--- config.mk ---
export PLATFORM = sky130hd
export DESIGN_NAME = multi_nch_disp_flat
export DESIGN_NICKNAME = d
export VERILOG_FILES = /design/src/rtl/multi_nch_disp_if.sv /design/src/rtl/multi_nch_disp.sv /design/src/flat_wrapper.sv
export SDC_FILE = /design/constraint.sdc
export NUM_CORES = 1
export LEC_CHECK = 0
export BUFFER_PORTS_ARGS = -buffer_cell sky130_fd_sc_hd__buf_2
export CAP_MARGIN = 20
export CORE_AREA = 3 3 171 173
export DETAILED_ROUTE_END_ITERATION = 10
export DIE_AREA = 0 0 174 176
export PLACE_DENSITY = 0.57
export SLEW_MARGIN = 20
export SYNTH_ARGS = -nofsm -noshare
export SYNTH_HDL_FRONTEND = slang
export SYNTH_SLANG_ARGS = --single-unit
export TNS_END_PERCENT = 100
--- constraint.sdc ---
create_clock -name clk -period 2.8 [get_ports clk]
set_input_delay 0.56 -clock clk [delete_from_list [all_inputs] [get_ports clk]]
set_output_delay 0.56 -clock clk [all_outputs]
set_load 0.005 [all_outputs]
--- src/rtl/multi_nch_disp_if.sv ---
// Channel bus for the seven-segment display multiplexer: per-channel inputs,
// scan controls and the registered selected-channel outputs.
interface multi_nch_disp_if #(
  parameter int unsigned CH = 8,
  parameter int unsigned DW = 32,
  parameter int unsigned PW = 8,
  parameter int unsigned SW = 3
);
  logic             EN;
  logic [SW-1:0]    Test;
  logic             auto_scan;
  logic             freeze;
  logic [CH*DW-1:0] Data_in;
  logic [CH*PW-1:0] LES;
  logic [CH*PW-1:0] point_in;
  logic [DW-1:0]    Disp_num;
  logic [PW-1:0]    LE_out;
  logic [PW-1:0]    point_out;
  logic [SW-1:0]    ch_active;
  logic             scan_tick;

  modport master (
    output EN, Test, auto_scan, freeze, Data_in, LES, point_in,
    input  Disp_num, LE_out, point_out, ch_active, scan_tick
  );

  modport slave (
    input  EN, Test, auto_scan, freeze, Data_in, LES, point_in,
    output Disp_num, LE_out, point_out, ch_active, scan_tick
  );
endinterface

--- src/rtl/multi_nch_disp.sv ---
// Display-data multiplexer: CPU-latched channel 0 plus CH-1 direct channels,
// manual or dwell-timed auto-scan selection, freeze, registered outputs.
module multi_nch_disp #(
  parameter int unsigned   CH       = 8,
  parameter int unsigned   DW       = 32,
  parameter int unsigned   PW       = 8,
  parameter int unsigned   SW       = 3,
  parameter int unsigned   DWELL    = 50000000,
  parameter logic [DW-1:0] RST_DATA = DW'(32'hAA5555AA)
) (
  input logic              clk,
  input logic              rst,
  multi_nch_disp_if.slave  bus
);
  localparam int unsigned   CW       = $clog2(DWELL);
  localparam logic [CW-1:0] CNT_LAST = CW'(DWELL - 1);
  localparam logic [SW-1:0] CH_LAST  = SW'(CH - 1);

  logic [DW-1:0] cpu_data;
  logic [PW-1:0] cpu_blink;
  logic [PW-1:0] cpu_point;
  logic [CW-1:0] cnt_q;
  logic [CW-1:0] cnt_d;
  logic [SW-1:0] sel_c;
  logic          tick_c;
  logic [DW-1:0] word_c;
  logic [PW-1:0] blink_c;
  logic [PW-1:0] point_c;

  // Channel-0 CPU latch; loads even while frozen
  always_ff @(posedge clk or negedge rst) begin
    if (!rst) begin
      cpu_data  <= RST_DATA;
      cpu_blink <= '1;
      cpu_point <= '0;
    end else if (bus.EN) begin
      cpu_data  <= bus.Data_in[DW-1:0];
      cpu_blink <= bus.LES[PW-1:0];
      cpu_point <= bus.point_in[PW-1:0];
    end
  end

  // Next select and dwell count; auto mode rotates from the current channel
  always_comb begin
    cnt_d  = cnt_q;
    sel_c  = bus.ch_active;
    tick_c = 1'b0;
    if (!bus.freeze) begin
      if (!bus.auto_scan) begin
        cnt_d = '0;
        sel_c = (32'(bus.Test) < CH) ? bus.Test : '0;
      end else if (cnt_q == CNT_LAST) begin
        cnt_d  = '0;
        tick_c = 1'b1;
        sel_c  = (bus.ch_active == CH_LAST) ? '0 : bus.ch_active + SW'(1);
      end else begin
        cnt_d = cnt_q + CW'(1);
      end
    end
  end

  // Channel mux; channel 0 always comes from the latch, never bypassed
  always_comb begin
    word_c  = cpu_data;
    blink_c = cpu_blink;
    point_c = cpu_point;
    for (int k = 1; k < int'(CH); k++) begin
      if (sel_c == SW'(k)) begin
        word_c  = bus.Data_in[k*DW +: DW];
        blink_c = bus.LES[k*PW +: PW];
        point_c = bus.point_in[k*PW +: PW];
      end
    end
  end

  always_ff @(posedge clk or negedge rst) begin
    if (!rst) begin
      cnt_q         <= '0;
      bus.ch_active <= '0;
      bus.Disp_num  <= RST_DATA;
      bus.LE_out    <= '1;
      bus.point_out <= '0;
    end else begin
      cnt_q <= cnt_d;
      if (!bus.freeze) begin
        bus.ch_active <= sel_c;
        bus.Disp_num  <= word_c;
        bus.LE_out    <= blink_c;
        bus.point_out <= point_c;
      end
    end
  end

  assign bus.scan_tick = tick_c;
endmodule
--- src/flat_wrapper.sv ---
// flat-port wrapper written by rule: the top's interface ports become plain ports
module multi_nch_disp_flat 
#(
  parameter int unsigned   CH       = 8,
  parameter int unsigned   DW       = 32,
  parameter int unsigned   PW       = 8,
  parameter int unsigned   SW       = 3,
  parameter int unsigned   DWELL    = 50000000,
  parameter logic [DW-1:0] RST_DATA = DW'(32'hAA5555AA)
)
  (clk, rst, bus_EN, bus_Test, bus_auto_scan, bus_freeze, bus_Data_in, bus_LES, bus_point_in, bus_Disp_num, bus_LE_out, bus_point_out, bus_ch_active, bus_scan_tick);
  multi_nch_disp_if #(.CH(CH), .DW(DW), .PW(PW), .SW(SW)) bus_i ();
  input logic clk;
  input logic rst;
  input wire logic [$bits(bus_i.EN)-1:0] bus_EN;
  input wire logic [$bits(bus_i.Test)-1:0] bus_Test;
  input wire logic [$bits(bus_i.auto_scan)-1:0] bus_auto_scan;
  input wire logic [$bits(bus_i.freeze)-1:0] bus_freeze;
  input wire logic [$bits(bus_i.Data_in)-1:0] bus_Data_in;
  input wire logic [$bits(bus_i.LES)-1:0] bus_LES;
  input wire logic [$bits(bus_i.point_in)-1:0] bus_point_in;
  output wire logic [$bits(bus_i.Disp_num)-1:0] bus_Disp_num;
  output wire logic [$bits(bus_i.LE_out)-1:0] bus_LE_out;
  output wire logic [$bits(bus_i.point_out)-1:0] bus_point_out;
  output wire logic [$bits(bus_i.ch_active)-1:0] bus_ch_active;
  output wire logic [$bits(bus_i.scan_tick)-1:0] bus_scan_tick;
  assign bus_i.EN = bus_EN;
  assign bus_i.Test = bus_Test;
  assign bus_i.auto_scan = bus_auto_scan;
  assign bus_i.freeze = bus_freeze;
  assign bus_i.Data_in = bus_Data_in;
  assign bus_i.LES = bus_LES;
  assign bus_i.point_in = bus_point_in;
  assign bus_Disp_num = bus_i.Disp_num;
  assign bus_LE_out = bus_i.LE_out;
  assign bus_point_out = bus_i.point_out;
  assign bus_ch_active = bus_i.ch_active;
  assign bus_scan_tick = bus_i.scan_tick;
  multi_nch_disp #(.CH(CH), .DW(DW), .PW(PW), .SW(SW), .DWELL(DWELL), .RST_DATA(RST_DATA)) u_core (.clk(clk), .rst(rst), .bus(bus_i));
endmodule
==> flow_summary.toml, run 1 <==
[critical_path]
rr_startpoint = "u_core.cnt_q[24]"
cp-start-kind = "flip-flop"
reg2reg_to = "u_core.bus.Disp_num[18]"
endpoint_kind = "flip-flop"
cp.depth = 10
path_delay_family = "simple AND/OR/NAND/NOR gates"
slowest_delay_ns = 0.44
ff2ff_path_depth = 10
criticalPathCategory = "flip-flop to flip-flop"
worst_path_max_delay_cell = "or4_4"
cp.arrival_ns = 3.28
required_ns = 3.12
cp_max_fo = 11
timing.critical_path.buf_inv = 2
regToRegSetupSlack_ns = -0.16
crit_start = "u_core.cnt_q[24]"
crit_chain = "or3b_4 > or4_4 > buf_6 > o32ai_4 > o22ai_4 > or3_4 > nand2b_4 > buf_12 > a21oi_1 > a221oi_2"

[route]
drc = 0
via_per_inst = 5.209
drt_iter0_markers = 626
ant_nets = 0
wl_per_cell_um = 20.50
drt-pass1-iter-count = 5
via_count = 9778
drt_wl_total_um = 38480

[cts]
htreeDepth = 4
path_clk_slew_ns = 0.07
clock_sinks = 125
clock-root-buffer = "clkbuf_16"
clockBufferDepth = 2
insertion_delay_ns = 0.42
cts_tree = "done"
cts_inserted_buffers = 17

[placement]
gp_congestion = 0.8976
port_buffers = 443
place_hpwl_um = 27940
pre_cts_slack_ns = -0.2937

[sta]
period_share = 1.056
fin_crit_ns = 2.956
hold_viol = 0
drv_slew = 0
fin_hold_ws_ns = 0.3690
rsz0062_at_grt = "yes"
setup_viol = 48
tightest_slew_ns = 0.7699
setup_slack_ns = -0.1556
setup_tns_ns = -5.486
fin_skew_ns = 0.01118
clock.fmax_mhz = 338.3
slew_headroom = 0.4867

[worst_hold_path]
worstHoldPathCells = 2
whs_endpoint = "u_core.cpu_data[27]"
hp-start = "bus_Data_in[27]"
hp-class = "input pin to flip-flop"

[floorplanning]
dieArea_sq_mm = 0.03062
die_w_um = 174
core_area_sq_mm = 0.02778
rows = 61
die_height_um = 176
start_util = 0.3114
boundaryPins = 444

[grt]
grt_use_total = 0.2285
grt_pass1_vias = 9842
grt_overflow = 0
grt_pass1_wl_um = 54710
grt_antenna_before_repair = 7
grt_max_degree = 61

[power]
leakage_nw = 6.456
ir_drop_v = 0.0002780
powerDensity_mw_per_mm2 = 554.0
power_w = 0.007519

[status]
outcome = "finished, violations left"
violations = "negative setup slack"

[finish]
layout_common_cells = "441 x buf_2, 92 x nand2_1, 82 x buf_4"
syn_to_final_growth_pct = 56.88
drive_gt1_frac = 0.5607
fillers = 2754
fin_nets = 1880
layout_commonest_cell = "buf_2"

[synthesis]
yosysWarnings = 0
synth_top_cell_area_share = 0.2227
ys_seq_area_frac = 0.3685
synth_top_family_by_area = "compound AO/OA/AOI/OAI gates"
ys_seq_elements = 125
yosys.area_share.xor_xnor = 0.01620
avgSynthCellArea_sq_um = 8.856
syn-num-nets = 1372
synth_compound_area_frac = 0.2516
muxShareOfSynthArea = 0.1293
synth_cell_types = 54
synthAdderAreaFrac = 0.004338
async_reset_ff_frac = 1.000
synth_edf_count = 0
syn_inst = 977
synth_ff_type = "dfrtp_1"
syn_area_sq_mm = 0.008652
synth-simple-area-share = 0.1627
yosysTopAreaCell = "dfrtp_1"
yosys-top-cells-area = "dfrtp_1 22%, dfstp_2 15%, mux2_2 8.1%, a221oi_2 5.7%, a21oi_1 5.4%"

[flow_run]
cap_violations = 0
[worst register-to-register path, stage by stage (launching register included)]
cell      delay [ns]
dfrtp_1         0.37
or3b_4          0.41
or4_4           0.44
buf_6           0.14
o32ai_4         0.25
o22ai_4         0.15
or3_4           0.38
nand2b_4        0.21
buf_12          0.18
a21oi_1         0.08
a221oi_2        0.24
[report_power, final]
group	switching [W]	leakage (nW)	total [W]	internal [W]
clock network	0.000886	0.262	0.00213	0.00125
logic	0.00156	4.75	0.00305	0.00149
registers	0.000163	1.45	0.00233	0.00217
[Yosys cell counts (6+ instances only)]
master,n
nor2_1,27
dfrtp_1,77
a31oi_1,8
o21ai_0,57
nor3_1,59
clkbuf_1,57
xnor2_1,8
buf_4,6
a221oi_2,33
xor2_1,8
nand2_1,92
nor2b_1,16
a21o_1,42
nand3_1,52
o22ai_1,35
a221o_1,7
mux2_2,62
dfstp_2,48
or3_1,6
mux2i_1,42
buf_2,16
and3_1,10
inv_1,45
a21oi_1,94
a221oi_1,15
[cell families (layout without fill, tap and decap cells)]
group,after synthesis,after routing
compound gates,305,305
xor+xnor,16,16
fa+ha+maj,3,3
buf+inv,136,656
flops,125,125
mux,104,104
other cells,0,1
simple gates,288,289
[sequential cells by signal, summed over array words and instances (netlist names)]
signal	flops
u_core.cnt_q	26
u_core.bus.ch_active	3
u_core.bus.LE_out	8
u_core.bus.Disp_num	32
u_core.bus.point_out	8
u_core.cpu_point	8
u_core.cpu_data	32
u_core.cpu_blink	8
[metal layers]
metal	routed length, um	GRT usage	vias up	share of wire
li1	-	-	4621	-
met2	19670	0.4113	395	0.51
met3	2752	0.05720	61	0.072
met5	35	0	-	0.00091
met1	14990	0.2669	4695	0.39
met4	1030	0.07272	6	0.027
[final cells by class]
| type | instances | area (sq um) | area share |
|---|---|---|---|
| inverters | 48 | 190.2 | 0.01401 |
| multi-input cells | 717 | 5391 | 0.3972 |
| clock inverters | 13 | 117.6 | 0.008665 |
| diodes | 1 | 2.502 | 0.0001844 |
| clock buffers | 19 | 442.9 | 0.03263 |
| well taps | 378 | 473.0 | 0.03485 |
| flip-flops and latches | 125 | 3188 | 0.2349 |
| repair buffers | 576 | 3767 | 0.2776 |
[stage by stage]
step	instance area, sq um	utilization	std cells
finish	13570	0.4886	1877
global route	13570	0.4886	1877
floorplan	8673	-	977
detailed placement	11960	0.4304	1812
CTS	12990	0.4676	1860
global placement	11960	0.4304	1812
[worst max path at each step]
| stage | end |
|---|---|
| after floorplan | u_core.bus.Disp_num[12] |
| after global placement | u_core.bus.Disp_num[8] |
| after detailed placement | u_core.bus.Disp_num[8] |
| after CTS | u_core.bus.LE_out[7] |
| after global routing | u_core.bus.Disp_num[27] |
| final | u_core.bus.Disp_num[18] |
[repair_timing]
action | in CTS | in global routing
hold endpoints to repair | 8 | 0
resized for setup | 54 | 73
setup endpoints to repair | 49 | 49
cloned | 3 | 10
pin swaps | 20 | 47
buffers inserted | 13 | 9
hold buffers | 1 | 0
Power figures use the tool's default switching activity.
==> run 2: changes to the inputs <==
--- a/config.mk
+++ b/config.mk
@@ -11,6 +11,7 @@
 export DETAILED_ROUTE_END_ITERATION = 10
 export DIE_AREA = 0 0 174 176
 export PLACE_DENSITY = 0.57
+export RECOVER_POWER = 50
 export SLEW_MARGIN = 20
 export SYNTH_ARGS = -nofsm -noshare
 export SYNTH_HDL_FRONTEND = slang
==> run 2 against run 1 <==
  * The flow still finishes with violations (negative setup slack)
  * Critical path depth unchanged
  * Utilization is 0.15 points lower
  * Worst hold slack improved by 0.0016 ns
  * Fmax about the same
  * Clock-buffer cell count unchanged
  * Non-clock buffer count stayed put
  * Setup slack worse by 0.0018 ns
  * Clock skew hardly changed
  * Cell count is the same
  * Critical path type unchanged
  * Largest power group unchanged
==> flow_summary.toml, run 2 (synthesis gave the netlist of run 1 again) <==
[critical_path]
cp_max_fo = 11
rr_startpoint = "u_core.cnt_q[24]"
crit_start = "u_core.cnt_q[24]"
required_ns = 3.12
endpoint_kind = "flip-flop"
cp-start-kind = "flip-flop"
cp.arrival_ns = 3.28
criticalPathCategory = "flip-flop to flip-flop"

[floorplanning]
die_w_um = 174
core_area_sq_mm = 0.02778
die_height_um = 176
start_util = 0.3114
boundaryPins = 444
dieArea_sq_mm = 0.03062
rows = 61

[sta]
drv_slew = 0
rsz0062_at_grt = "yes"
tightest_slew_ns = 1.454
setup_slack_ns = -0.1574
slew_headroom = 0.03093
hold_viol = 0
setup_viol = 48
period_share = 1.056
fin_skew_ns = 0.01090
clock.fmax_mhz = 338.1
fin_crit_ns = 2.957

[cts]
insertion_delay_ns = 0.42
clock-root-buffer = "clkbuf_16"
cts_tree = "done"
cts_inserted_buffers = 17
htreeDepth = 4
clock_sinks = 125
clockBufferDepth = 2
path_clk_slew_ns = 0.06

[status]
outcome = "finished, violations left"
violations = "negative setup slack"

[finish]
reg.largest.list = "u_core.bus.Disp_num: 32 flops, u_core.cpu_data: 32 flops, u_core.cnt_q: 26 flops"
layout_common_cells = "440 x buf_2, 92 x nand2_1, 80 x buf_4"
seq_area_sq_mm = 0.003188
fin_nets = 1880
drive_gt1_frac = 0.5587
syn_to_final_growth_pct = 56.38
multi_input_area_sq_mm = 0.005391
final_cells = 1877
fillers = 2758
layout_commonest_cell = "buf_2"

[grt]
grt_max_degree = 61
grt_overflow = 0
grt_pass1_wl_um = 54710
grt_antenna_before_repair = 7
grt_pass1_vias = 9842
grt_use_total = 0.2285

[flow_run]
cap_violations = 0

[worst_hold_path]
hp-start = "bus_Data_in[27]"
hp-class = "input pin to flip-flop"

[placement]
port_buffers = 443
placedCellCount = 1812
place_hpwl_um = 27940
pre_cts_slack_ns = -0.2937
gp_congestion = 0.8976

[route]
drc = 0
via_count = 9781
via_per_inst = 5.211
drt-pass1-iter-count = 4
drt_wl_total_um = 38470
drt_iter0_markers = 628
wl_per_cell_um = 20.50
ant_nets = 0

[power]
powerDensity_mw_per_mm2 = 555.0
ir_drop_v = 0.0002780
leakage_nw = 6.434
power_w = 0.007509
-- run 2: cell type report --
class / instances / area share
tap: 378 / 0.03495
timing repair buffer: 576 / 0.2753
sequential: 125 / 0.2356
clock inverter: 13 / 0.008692
inverter: 48 / 0.01406
antenna: 1 / 0.0001849
clock buffer: 19 / 0.03274
multi-input combinational: 717 / 0.3985
-- run 2: worst paths after layout --
| kind | end | cells after the start | slack (ns) |
|---|---|---|---|
| worst max-delay path | u_core.bus.Disp_num[18] | 10 | -0.16 |
| min in group asynchronous | u_core.cpu_point[2] | 2 | 1.01 |
| max in group asynchronous | u_core.cpu_data[11] | 3 | 0.21 |
| worst min register to register | u_core.bus.LE_out[0] | 2 | 0.48 |
| worst min-delay path | u_core.cpu_data[27] | 2 | 0.37 |
| worst max register to register | u_core.bus.Disp_num[18] | 10 | -0.16 |
-- run 2: metal layers --
layer,vias up,wire length [um],global-route usage
li1,4619,-,-
met1,4715,15020,0.2669
met2,382,19720,0.4113
met3,59,2683,0.05720
met4,6,1007,0.07272
met5,-,35,0
-- run 2: timing repair --
action / 4_1_cts / 5_1_grt
setup buffers: 13 / 9
pin swaps: 20 / 47
cloned: 3 / 10
setup endpoints to repair: 49 / 49
hold endpoints to repair: 8 / 0
resized for setup: 54 / 73
hold buffers: 1 / 0
-- run 2: critical path, cell delays in order, from the launching register on --
cell and delay, ns:
dfrtp_1 0.37, or3b_4 0.42, or4_4 0.44, buf_6 0.14, o32ai_4 0.25, o22ai_4 0.15, or3_4 0.38, nand2b_4 0.21
buf_12 0.18, a21oi_1 0.06, a221oi_2 0.24
-- run 2: per-stage QoR --
stage	utilization	instance area [sq um]	setup TNS, ns	hold WS, ns
finish	0.4870	13530	-5.576	0.3705
CTS	0.4676	12990	-4.830	0.3500
global placement	0.4304	11960	-6.046	0.4454
floorplan	-	8673	-0.0002278	0.2644
detailed placement	0.4304	11960	-7.853	0.4416
global route	0.4870	13530	-17.44	0.3550
-- run 2: power by group --
part / switching, W / leakage (nW) / total [W] / internal [W]
clock network: 0.000883 / 0.262 / 0.00213 / 0.00125
registers: 0.000162 / 1.45 / 0.00233 / 0.00217
logic: 0.00156 / 4.72 / 0.00305 / 0.00148
total: 0.00261 / 6.43 / 0.00751 / 0.00490
==> run 3: changes to the inputs <==
--- a/config.mk
+++ b/config.mk
@@ -7,10 +7,10 @@
 export LEC_CHECK = 0
 export BUFFER_PORTS_ARGS = -buffer_cell sky130_fd_sc_hd__buf_2
 export CAP_MARGIN = 20
-export CORE_AREA = 3 3 171 173
+export CORE_AREA = 2 2 175 177
 export DETAILED_ROUTE_END_ITERATION = 10
-export DIE_AREA = 0 0 174 176
-export PLACE_DENSITY = 0.57
+export DIE_AREA = 0 0 177 179
+export PLACE_DENSITY = 0.54
 export RECOVER_POWER = 50
 export SLEW_MARGIN = 20
 export SYNTH_ARGS = -nofsm -noshare
==> run 3 against run 2 <==
  * Utilization is 4.6 points lower
  * Non-clock buffer count shrank 7
  * The flow finishes with violations (max-capacitance violations, max-slew violations, negative setup slack)
  * Sequential share of layout area up 0.51 points
  * Clock skew rose by 0.0021 ns
  * Critical path type unchanged
  * Largest power group unchanged
  * Largest cell class unchanged
==> flow_summary.toml, run 3 (synthesis gave the netlist of run 1 again) <==
[power]
leakage_nw = 6.321
power_w = 0.007432
powerDensity_mw_per_mm2 = 561.3
ir_drop_v = 0.0003915

[sta]
fin_hold_ws_ns = 0.3697
fin_crit_ns = 2.930
drv_slew = 62
clock.fmax_mhz = 341.3
tightest_slew_ns = 2.694
rsz0062_at_grt = "yes"
slew_headroom = -0.7963
setup_viol = 48
setup_slack_ns = -0.1300
fin_skew_ns = 0.01297
period_share = 1.046
hold_viol = 0

[route]
drt_wl_total_um = 38900
ant_nets = 0
wl_per_cell_um = 20.58
via_count = 9660
via_per_inst = 5.111
drt-pass1-iter-count = 4
drt_iter0_markers = 485
drc = 0

[grt]
grt_overflow = 0
grt_use_total = 0.2342
grt_antenna_before_repair = 5
grt_max_degree = 57
grt_pass1_vias = 9460
grt_pass1_wl_um = 55320

[floorplanning]
boundaryPins = 444
dieArea_sq_mm = 0.03168
core_area_sq_mm = 0.03003
start_util = 0.2881
die_w_um = 177
die_height_um = 179
rows = 64

[placement]
place_hpwl_um = 28370
placedCellCount = 1829
port_buffers = 443
gp_congestion = 0.8501

[critical_path]
endpoint_kind = "flip-flop"
crit_chain = "or3b_4 > or4_4 > o32a_1 > o22ai_4 > buf_6 > inv_6 > nor3_4 > buf_6 > buf_12 > a21oi_1 > a221oi_2"
cp_max_fo = 11
worst_path_max_delay_cell = "or4_4"
cp.depth = 11
path_common_cell = "buf_6"
cp.arrival_ns = 3.26
slowest_delay_ns = 0.45
cp-start-kind = "flip-flop"
required_ns = 3.13
path_delay_family = "simple AND/OR/NAND/NOR gates"
timing.critical_path.buf_inv = 4
criticalPathCategory = "flip-flop to flip-flop"
ff2ff_path_depth = 11

[finish]
fin_nets = 1873
reg.largest.list = "u_core.bus.Disp_num: 32 flops, u_core.cpu_data: 32 flops, u_core.cnt_q: 26 flops"
layout_commonest_cell = "buf_2"
layout_common_cells = "440 x buf_2, 92 x nand2_1, 85 x buf_4"
final_cells = 1890
syn_to_final_growth_pct = 53.06
drive_gt1_frac = 0.5345

[cts]
cts_inserted_buffers = 17
path_clk_slew_ns = 0.06
clock_sinks = 125
cts_hold_buf = 0
htreeDepth = 4
clock-root-buffer = "clkbuf_16"
clockBufferDepth = 2
insertion_delay_ns = 0.42
cts_tree = "done"

[status]
violations = "max-capacitance violations, max-slew violations, negative setup slack"
outcome = "finished, violations left"

[flow_run]
cap_violations = 2

[worst_hold_path]
worstHoldPathCells = 2
hp-class = "input pin to flip-flop"
## run 3: repair_timing
action                                  4_1_cts  5_1_grt
gates cloned                                  5        4
endpoints found under the setup margin       49       49
pin swaps                                    10       19
setup buffers                                 8       12
hold endpoints to repair                      0        0
gates resized for setup                      48       35
## run 3: path summary, 6_finish.rpt
path / from / to / slack (ns)
setup / recovery: u_core.cnt_q[24] / u_core.bus.Disp_num[22] / -0.13
hold / removal: bus_Data_in[25] / u_core.cpu_data[25] / 0.37
setup reg to reg: u_core.cnt_q[24] / u_core.bus.Disp_num[22] / -0.13
hold reg to reg: u_core.bus.Disp_num[14] / u_core.bus.Disp_num[14] / 0.48
max in group asynchronous: rst / u_core.cpu_data[8] / 0.25
min in group asynchronous: rst / u_core.cpu_point[0] / 0.98
## run 3: final cells by class
class	instances	area (sq um)
flip-flops and latches	125	3188
repair buffers	569	3638
multi-input cells	717	5152
fillers	3077	16790
diodes	3	7.507
inverters	48	192.7
well taps	396	495.5
clock buffers	21	450.4
clock inverters	11	117.6
## run 3: layer usage
metal  vias to the layer above  part of all wire  wire [um]  global-route usage
li1                       4603                 -          -                   -
met1                      4637              0.41      16130              0.2920
met2                       373              0.51      19770              0.4112
met3                        45             0.056       2167             0.03626
met4                         2             0.021        810             0.07955
met5                         -           0.00033         13                   0
## run 3: power breakdown
group	switching [W]	internal (W)
logic	0.00150	0.00139
clock network	0.000865	0.00133
registers	0.000169	0.00217
total	0.00254	0.00490
## run 3: stage by stage
step / setup TNS, ns / setup WS, ns / utilization / instance area, sq um
6_report: -4.754 / -0.1300 / 0.4410 / 13240
4_1_cts: -3.556 / -0.1313 / 0.4312 / 12950
5_1_grt: -20.22 / -0.2719 / 0.4409 / 13240
3_5_place_dp: -8.620 / -0.3954 / 0.3992 / 11990
2_1_floorplan: -0.0002278 / -0.00007594 / - / 8673
3_3_place_gp: -6.870 / -0.3656 / 0.3992 / 11990
